## src/rtl/rob_multi_commit.sv

```systemverilog
// Reorder buffer with dual-slot in-order dispatch, NUM_EX out-of-order completion
// ports and up to two in-order retirements per cycle into the architectural file.
module rob_multi_commit #(
  parameter int DEPTH  = 64,
  parameter int NUM_EX = 4,
  parameter int REG_W  = 5,
  parameter int PTR_W  = $clog2(DEPTH)
) (
  input  logic                    clk,
  input  logic                    reset,
  input  logic                    dp1_i,
  input  logic                    dp2_i,
  input  logic [REG_W-1:0]        dst_dp1_i,
  input  logic [REG_W-1:0]        dst_dp2_i,
  input  logic                    isValid_dst_dp1_i,
  input  logic                    isValid_dst_dp2_i,
  input  logic [NUM_EX-1:0]       finish_ex_i,
  input  logic [NUM_EX*PTR_W-1:0] ex_addr_i,
  input  logic                    flush_i,
  output logic [PTR_W-1:0]        dp_ptr_o,
  output logic                    allow_dispatch_o,
  output logic [PTR_W-1:0]        commit_ptr_o,
  output logic                    arfwe_1_o,
  output logic                    arfwe_2_o,
  output logic [REG_W-1:0]        dst_arf_1_o,
  output logic [REG_W-1:0]        dst_arf_2_o,
  output logic [1:0]              comnum_o,
  output logic [PTR_W:0]          count_o
);

  localparam logic [PTR_W:0] LP_DP_LIMIT = (PTR_W+1)'(DEPTH - 2);

  logic [DEPTH-1:0] r_valid;
  logic [DEPTH-1:0] r_finished;
  logic [DEPTH-1:0] r_dst_valid;
  logic [REG_W-1:0] r_dst [DEPTH];
  logic [PTR_W-1:0] r_head;
  logic [PTR_W-1:0] r_tail;
  logic [PTR_W:0]   r_count;

  logic [PTR_W-1:0] w_head1;
  logic [PTR_W-1:0] w_tail1;
  logic             w_allow;
  logic             w_acc1;
  logic             w_acc2;
  logic [1:0]       w_num_acc;
  logic             w_ret1;
  logic             w_ret2;
  logic [1:0]       w_comnum;
  logic [PTR_W-1:0] w_head_nxt;
  logic [DEPTH-1:0] w_valid_nxt;
  logic [DEPTH-1:0] w_fin_nxt;

  // Dispatch handshake: a slot transfers on a clock edge when its request is high
  // and allow_dispatch_o (ready) is high; slot 2 only rides along with slot 1.
  assign w_head1   = r_head + PTR_W'(1);
  assign w_tail1   = r_tail + PTR_W'(1);
  assign w_allow   = (r_count <= LP_DP_LIMIT);
  assign w_acc1    = w_allow & dp1_i;
  assign w_acc2    = w_acc1 & dp2_i;
  assign w_num_acc = {w_acc2, w_acc1 & ~w_acc2};

  assign w_ret1     = r_valid[r_head] & r_finished[r_head];
  assign w_ret2     = w_ret1 & r_valid[w_head1] & r_finished[w_head1];
  assign w_comnum   = {w_ret2, w_ret1 & ~w_ret2};
  assign w_head_nxt = r_head + PTR_W'(w_comnum);

  // Order matters: completions first, then retirement clears, then new allocations.
  always_comb begin
    w_valid_nxt = r_valid;
    w_fin_nxt   = r_finished;
    for (int k = 0; k < NUM_EX; k++) begin
      if (finish_ex_i[k] && r_valid[ex_addr_i[k*PTR_W +: PTR_W]])
        w_fin_nxt[ex_addr_i[k*PTR_W +: PTR_W]] = 1'b1;
    end
    if (w_ret1) begin
      w_valid_nxt[r_head] = 1'b0;
      w_fin_nxt[r_head]   = 1'b0;
    end
    if (w_ret2) begin
      w_valid_nxt[w_head1] = 1'b0;
      w_fin_nxt[w_head1]   = 1'b0;
    end
    if (w_acc1) begin
      w_valid_nxt[r_tail] = 1'b1;
      w_fin_nxt[r_tail]   = 1'b0;
    end
    if (w_acc2) begin
      w_valid_nxt[w_tail1] = 1'b1;
      w_fin_nxt[w_tail1]   = 1'b0;
    end
  end

  always_ff @(posedge clk or posedge reset) begin
    if (reset) begin
      r_valid     <= '0;
      r_finished  <= '0;
      r_dst_valid <= '0;
      for (int i = 0; i < DEPTH; i++) r_dst[i] <= '0;
      r_head      <= '0;
      r_tail      <= '0;
      r_count     <= '0;
    end else begin
      r_head <= w_head_nxt;
      if (flush_i) begin
        // Retirements this cycle still land; everything younger is dropped.
        r_valid    <= '0;
        r_finished <= '0;
        r_tail     <= w_head_nxt;
        r_count    <= '0;
      end else begin
        r_valid    <= w_valid_nxt;
        r_finished <= w_fin_nxt;
        r_tail     <= r_tail + PTR_W'(w_num_acc);
        r_count    <= r_count + (PTR_W+1)'(w_num_acc) - (PTR_W+1)'(w_comnum);
        if (w_acc1) begin
          r_dst[r_tail]       <= dst_dp1_i;
          r_dst_valid[r_tail] <= isValid_dst_dp1_i;
        end
        if (w_acc2) begin
          r_dst[w_tail1]       <= dst_dp2_i;
          r_dst_valid[w_tail1] <= isValid_dst_dp2_i;
        end
      end
    end
  end

  assign dp_ptr_o         = r_tail;
  assign commit_ptr_o     = r_head;
  assign count_o          = r_count;
  assign allow_dispatch_o = w_allow;
  assign comnum_o         = w_comnum;
  assign arfwe_1_o        = w_ret1 & r_dst_valid[r_head];
  assign arfwe_2_o        = w_ret2 & r_dst_valid[w_head1];
  assign dst_arf_1_o      = w_ret1 ? r_dst[r_head]  : '0;
  assign dst_arf_2_o      = w_ret2 ? r_dst[w_head1] : '0;

endmodule

```

## config.mk

```make
export PLATFORM = sky130hd
export DESIGN_NAME = rob_multi_commit
export DESIGN_NICKNAME = d
export VERILOG_FILES = /design/src/rtl/rob_multi_commit.sv
export SDC_FILE = /design/constraint.sdc
export NUM_CORES = 2
export LEC_CHECK = 0
export ABC_AREA = 0
export CAP_MARGIN = 15
export CORE_ASPECT_RATIO = 0.7
export CORE_UTILIZATION = 45
export CTS_BUF_LIST = sky130_fd_sc_hd__clkbuf_4 sky130_fd_sc_hd__clkbuf_8 sky130_fd_sc_hd__clkbuf_16
export DETAILED_ROUTE_END_ITERATION = 8
export PLACE_DENSITY = 0.58
export SYNTH_ARGS = -nofsm -noshare
export SYNTH_HDL_FRONTEND = slang
export SYNTH_SLANG_ARGS = --single-unit
export TNS_END_PERCENT = 5
```

## constraint.sdc

```tcl
create_clock -name clk -period 34.4 [get_ports clk]
set_input_delay 10.32 -clock clk [delete_from_list [all_inputs] [get_ports clk]]
set_output_delay 10.32 -clock clk [all_outputs]
set_load 0.03 [all_outputs]
```

Yosys cells after proc, flatten, opt, wreduce, memory -nomap -nowiden
Index checks and enable logic that the tools add are counted.
Widths: inputs -> output; s select.

cells by class
  bitwise logic cells = 31
  reduce and logical (&&, ||, !) cells = 14
  add/sub/neg operators = 6
  muxes and demuxes = 74
  magnitude comparators = 23

operator list
  kind                 count
  $mux 64              17
  $mux 320             3
  $bwmux 320           2
  $and 64x64->64       6
  $or 64x64->64        6
  $not 64->64          4
  $bwmux 64            2
  $bmux 1 s6           10
  $bmux 5 s6           2
  $demux 5 s6          2
  $lt 6x7->1 const B   8
  $demux 1 s6          8
  $ge 6x1->1 const B   8
  $mux 5               8
  $ge 7x7->1 const B   4
  $not 6->7            4
  $mux 1               18
  $logic_and 1x1->1    14
  $lt 7x1->1 const B   2
  $add 6x1->6 const B  2
  $add 6x2->6          2
  $and 1x1->1          9
  $add 7x2->7          1
  $le 7x6->1 const B   1
  other kinds (4)      5

word-level totals
  bits of input ports = 45
  word-level logic and storage cells = 218
  output and inout port bits = 34
  register bits = 531

Logic depth before layout (Yosys ltp)
  depth in word-level cells = 21
  depth in mapped cells = 24
  mapped depth without buffers = 19

Worst setup path after synthesis
OpenSTA, ideal clock, no wires.

  path type = flip-flop to output port
  from = register r_head[1] (netlist: commit_ptr_o[1])
  to = output dst_arf_1_o[0]
  arrival = 3.914 ns
  path slack = 20.166 ns
  data required time = 24.080 ns
  cell stages (with the launch flop) = 11
  path buffers = 5
  cells stage by stage = dfrtp_1 buf_4 buf_4 buf_2 or3b_2 clkbuf_1 clkbuf_1 o22ai_1 o41ai_1 nand4_1 a2111oi_0

on the way
  cells in the longest elaborated chain, start to end = 5
  elaborated cells between the ends (all ways) = 10
  classes of those cells = mux: 8; bitwise: 2

ends and longest elaborated chain
  what                                       RTL line  source
  start: declaration                         37        logic [PTR_W-1:0] r_head;
  start signal: assignment                   104       r_head <= w_head_nxt;
  $not 6->7 (implied by the code)            135       assign dst_arf_1_o = w_ret1 ? r_dst[r_head] : '0;
  $bmux 5 s6                                 135
  $mux 5 (implied by the code) (2 in a row)  135
  $mux 5 *                                   135
  end: declaration                           25        output logic [REG_W-1:0] dst_arf_1_o,

Mark *: on every way between the ends. The rest lies on a longest branch, timed or not. The select of a mux whose other input is x is not followed.

Worst setup path after layout
  from = register r_head[0] (netlist: commit_ptr_o[0])
  to = output dst_arf_1_o[0]

Same word-level chain as after synthesis.

==> results.sh <==
export IMPL_status="complete, but fails checks"
export IMPL_violations="design-rule violations, max-capacitance violations, max-slew violations"
export IMPL_criticalPathCategory="reg -> out"
export IMPL_cellPowerDensity_nw_per_um2=46.4
export IMPL_leakage_nw=15.9
export IMPL_fin_crit_ns=17.30
export IMPL_arrival_ns=6.98
export IMPL_gp_congestion=1.13
export IMPL_fin_nets=4374
export IMPL_crit_top_cell="buf_4"
export IMPL_rsz0062_at_grt="false"
export IMPL_io_pins=79
export IMPL_r2r_end="count_o[6]"
export IMPL_final_util_pct=50.4
export IMPL_fp_dieH_um=242
export IMPL_viasPerCell=8.17
export IMPL_crit_fanout=58
export IMPL_grt_pass1_vias=39200
export IMPL_routed_wl_um=237000
export IMPL_antenna_found_initial=11
export IMPL_yosysTopAreaCellShare_pct=35.9
export IMPL_clock_skew_ns=0.0387
export IMPL_drive_above_1_share_pct=11.4
export IMPL_critPathMaxStageDelay_ns=1.22
export IMPL_clk_latency_ns=0.68
export IMPL_dieWidth_um=345
export IMPL_drtIter0Drc=9340
export IMPL_antenna_left=0
export IMPL_yosysUniqueCellTypes=107
export IMPL_ys_flop_type="dfrtp_1"
export IMPL_irDropWorstVdd_mv=0.0545
export IMPL_cts_tree="done"
export IMPL_hold_start="r_dst_valid[48]"
export IMPL_rows=87
export IMPL_layout_worst_path_cycle_share_pct=50.3
export IMPL_numCtsBuffers=57
export IMPL_max_slew_margin_rel_pct=-0.436
export IMPL_yosysTopAreaCell="dfrtp_1"
export IMPL_finalSetupTns_ns=0
export IMPL_synth_seq_area_share_pct=35.9
export IMPL_synth_nets=4465
export IMPL_htreeDepth=2
export IMPL_synthArstFlopShare_pct=100
export IMPL_hold_viol=0
export IMPL_hpwl_um=166000
export IMPL_overflow=0
export IMPL_holdPathEnd="r_dst_valid[48]"
export IMPL_synthTopCellsByCount="nor2_1, o22ai_1, a21oi_1"
export IMPL_crit_chain="buf_4, nor2b_1, nand2_2, buf_4, o22ai_1, o31ai_1, nand4_1, a2111oi_0, buf_4, clkdlybuf4s50_1"
export IMPL_critPathLaunchType="flop"
export IMPL_die_area_um2=83400
export IMPL_drv_slew=1
export IMPL_cts_root_buf="clkbuf_16"
export IMPL_drc=10
export IMPL_dr_pass1_iters=9
export IMPL_worst_slew_pin_slew_ns=1.49
export IMPL_r2r_start="commit_ptr_o[0]"
export IMPL_vias=44400
export IMPL_wl_per_cell_um=43.7
export IMPL_cts_resized_gates=0
export IMPL_cts_sinks=531
export IMPL_finalSetupViolations=0
export IMPL_cp_slowest_cell="o31ai_1"
export IMPL_hold_path_depth=1
export IMPL_maxCapViolations=1
export IMPL_path_clk_slew_ns=0.06
export IMPL_syn_inst=4399
export IMPL_syn_to_final_growth_pct=10.3
export IMPL_final_area_um2=40800
export IMPL_worst_setup_path_end_kind="output pin"
export IMPL_yosysWarningCount=0
export IMPL_synth_most_common_cell="nor2_1"
export IMPL_grt_max_degree=193
export IMPL_synthTopCellsByArea="dfrtp_1, o22ai_1, a21oi_1"
export IMPL_synth_edff_count=0
export IMPL_cts_setup_buffers=0
export IMPL_io_buffers=78
export IMPL_r2r_cells=20
export IMPL_r2r_slack_ns=27.01
export IMPL_grt_use_total_pct=55.1
export IMPL_holdBufCountCts=0
export IMPL_clk_path_buf_depth=3
export IMPL_core_um2=81000
export IMPL_avgSynthCellArea_um2=8.41
export IMPL_synth_area_um2=37000
export IMPL_fmax_mhz=57.8
export IMPL_hp_class="reg -> reg"
export IMPL_grt_pass1_wl_um=323000
export IMPL_ys_ff_latch=531
export IMPL_crit_required_ns=24.08
export IMPL_placed_area_um2=38600
export IMPL_initial_core_util_pct=45.7
==> report_power, final <==
group,switching (mW),internal (mW),total (mW)
clock network,0.296,0.414,0.709
registers,0.104,0.685,0.788
logic,0.266,0.130,0.397
total,0.665,1.23,1.89
==> cell usage in the layout (no fill, tap or decap), types with 43 or more instances in the layout <==
master / instances
nor2_1: 571
o22ai_1: 554
a21oi_1: 550
dfrtp_1: 528
nand2_1: 351
buf_4: 153
nor4_1: 96
nand3_1: 94
mux2i_1: 82
o21ai_0: 75
nor3_1: 69
mux4_2: 68
clkdlybuf4s50_1: 65
clkbuf_16: 59
mux2_2: 58
a221o_1: 58
a221oi_1: 57
o311ai_0: 57
o221ai_1: 48
o21bai_1: 48
a22oi_1: 43
==> stage by stage <==
step | total power [mW] | std cells | setup slack, ns | hold slack (ns)
4_1_cts | 1.84 | 5414 | 17.35 | 0.523
3_5_place_dp | 1.15 | 5308 | 18.04 | 0.509
3_3_place_gp | 1.15 | 5307 | 18.07 | 0.491
2_1_floorplan | 0.978 | 4399 | 9.24 | 0.476
6_report | 1.89 | 5434 | 17.10 | 0.533
5_1_grt | 1.92 | 5424 | 17.18 | 0.548
==> cell families after synthesis <==
group           share of synthesized area [%]
compound gates                           31.9
simple gates                             17.3
flops                                    35.9
buf+inv                                  5.41
mux                                      8.16
fa+ha+maj                               0.792
xor+xnor                                0.545
==> critical path: cells and delay by family, from the launching register on <==
| family | cells | cell delay, ns |
|---|---|---|
| buffers and inverters | 4 | 2.11 |
| AOI/OAI and AO/OA | 3 | 2.00 |
| and+or+nand+nor | 3 | 1.26 |
| DFF | 1 | 0.88 |
==> layer usage <==
metal	track usage [%]	vias to the layer above	routed length, um
met5	4.75	-	665
met4	25.8	27	15700
met3	36.4	1024	49000
met2	66.5	4860	84200
met1	73.1	21600	87700
li1	-	16900	-
==> sequential cells by signal, summed over array words and instances (netlist names) <==
name	flops
commit_ptr_o	6
count_o	7
dp_ptr_o	6
r_dst	320
r_dst_valid	64
r_finished	64
r_valid	64
==> worst max-delay path by stage <==
| stage | startpoint | endpoint | cells after the start |
|---|---|---|---|
| 5_1_grt | commit_ptr_o[0] | dst_arf_2_o[2] | 13 |
| 6_report | commit_ptr_o[0] | dst_arf_1_o[0] | 10 |
| 2_1_floorplan | reset | commit_ptr_o[0] | 1 |
| 4_1_cts | commit_ptr_o[1] | dst_arf_1_o[4] | 10 |
| 3_3_place_gp | commit_ptr_o[1] | dst_arf_1_o[4] | 10 |
| 3_5_place_dp | commit_ptr_o[1] | dst_arf_1_o[4] | 10 |
==> area by class of cell <==
cell class / instances / area, um2
diodes: 11 / 27.5
repair buffers: 241 / 1980
well taps: 1068 / 1340
multi-input cells: 3431 / 21900
clock inverters: 25 / 373
clock buffers: 81 / 1710
inverters: 46 / 188
flip-flops and latches: 531 / 13300
fillers: 7750 / 40200
No activity file was read; power rests on OpenSTA's default activity.
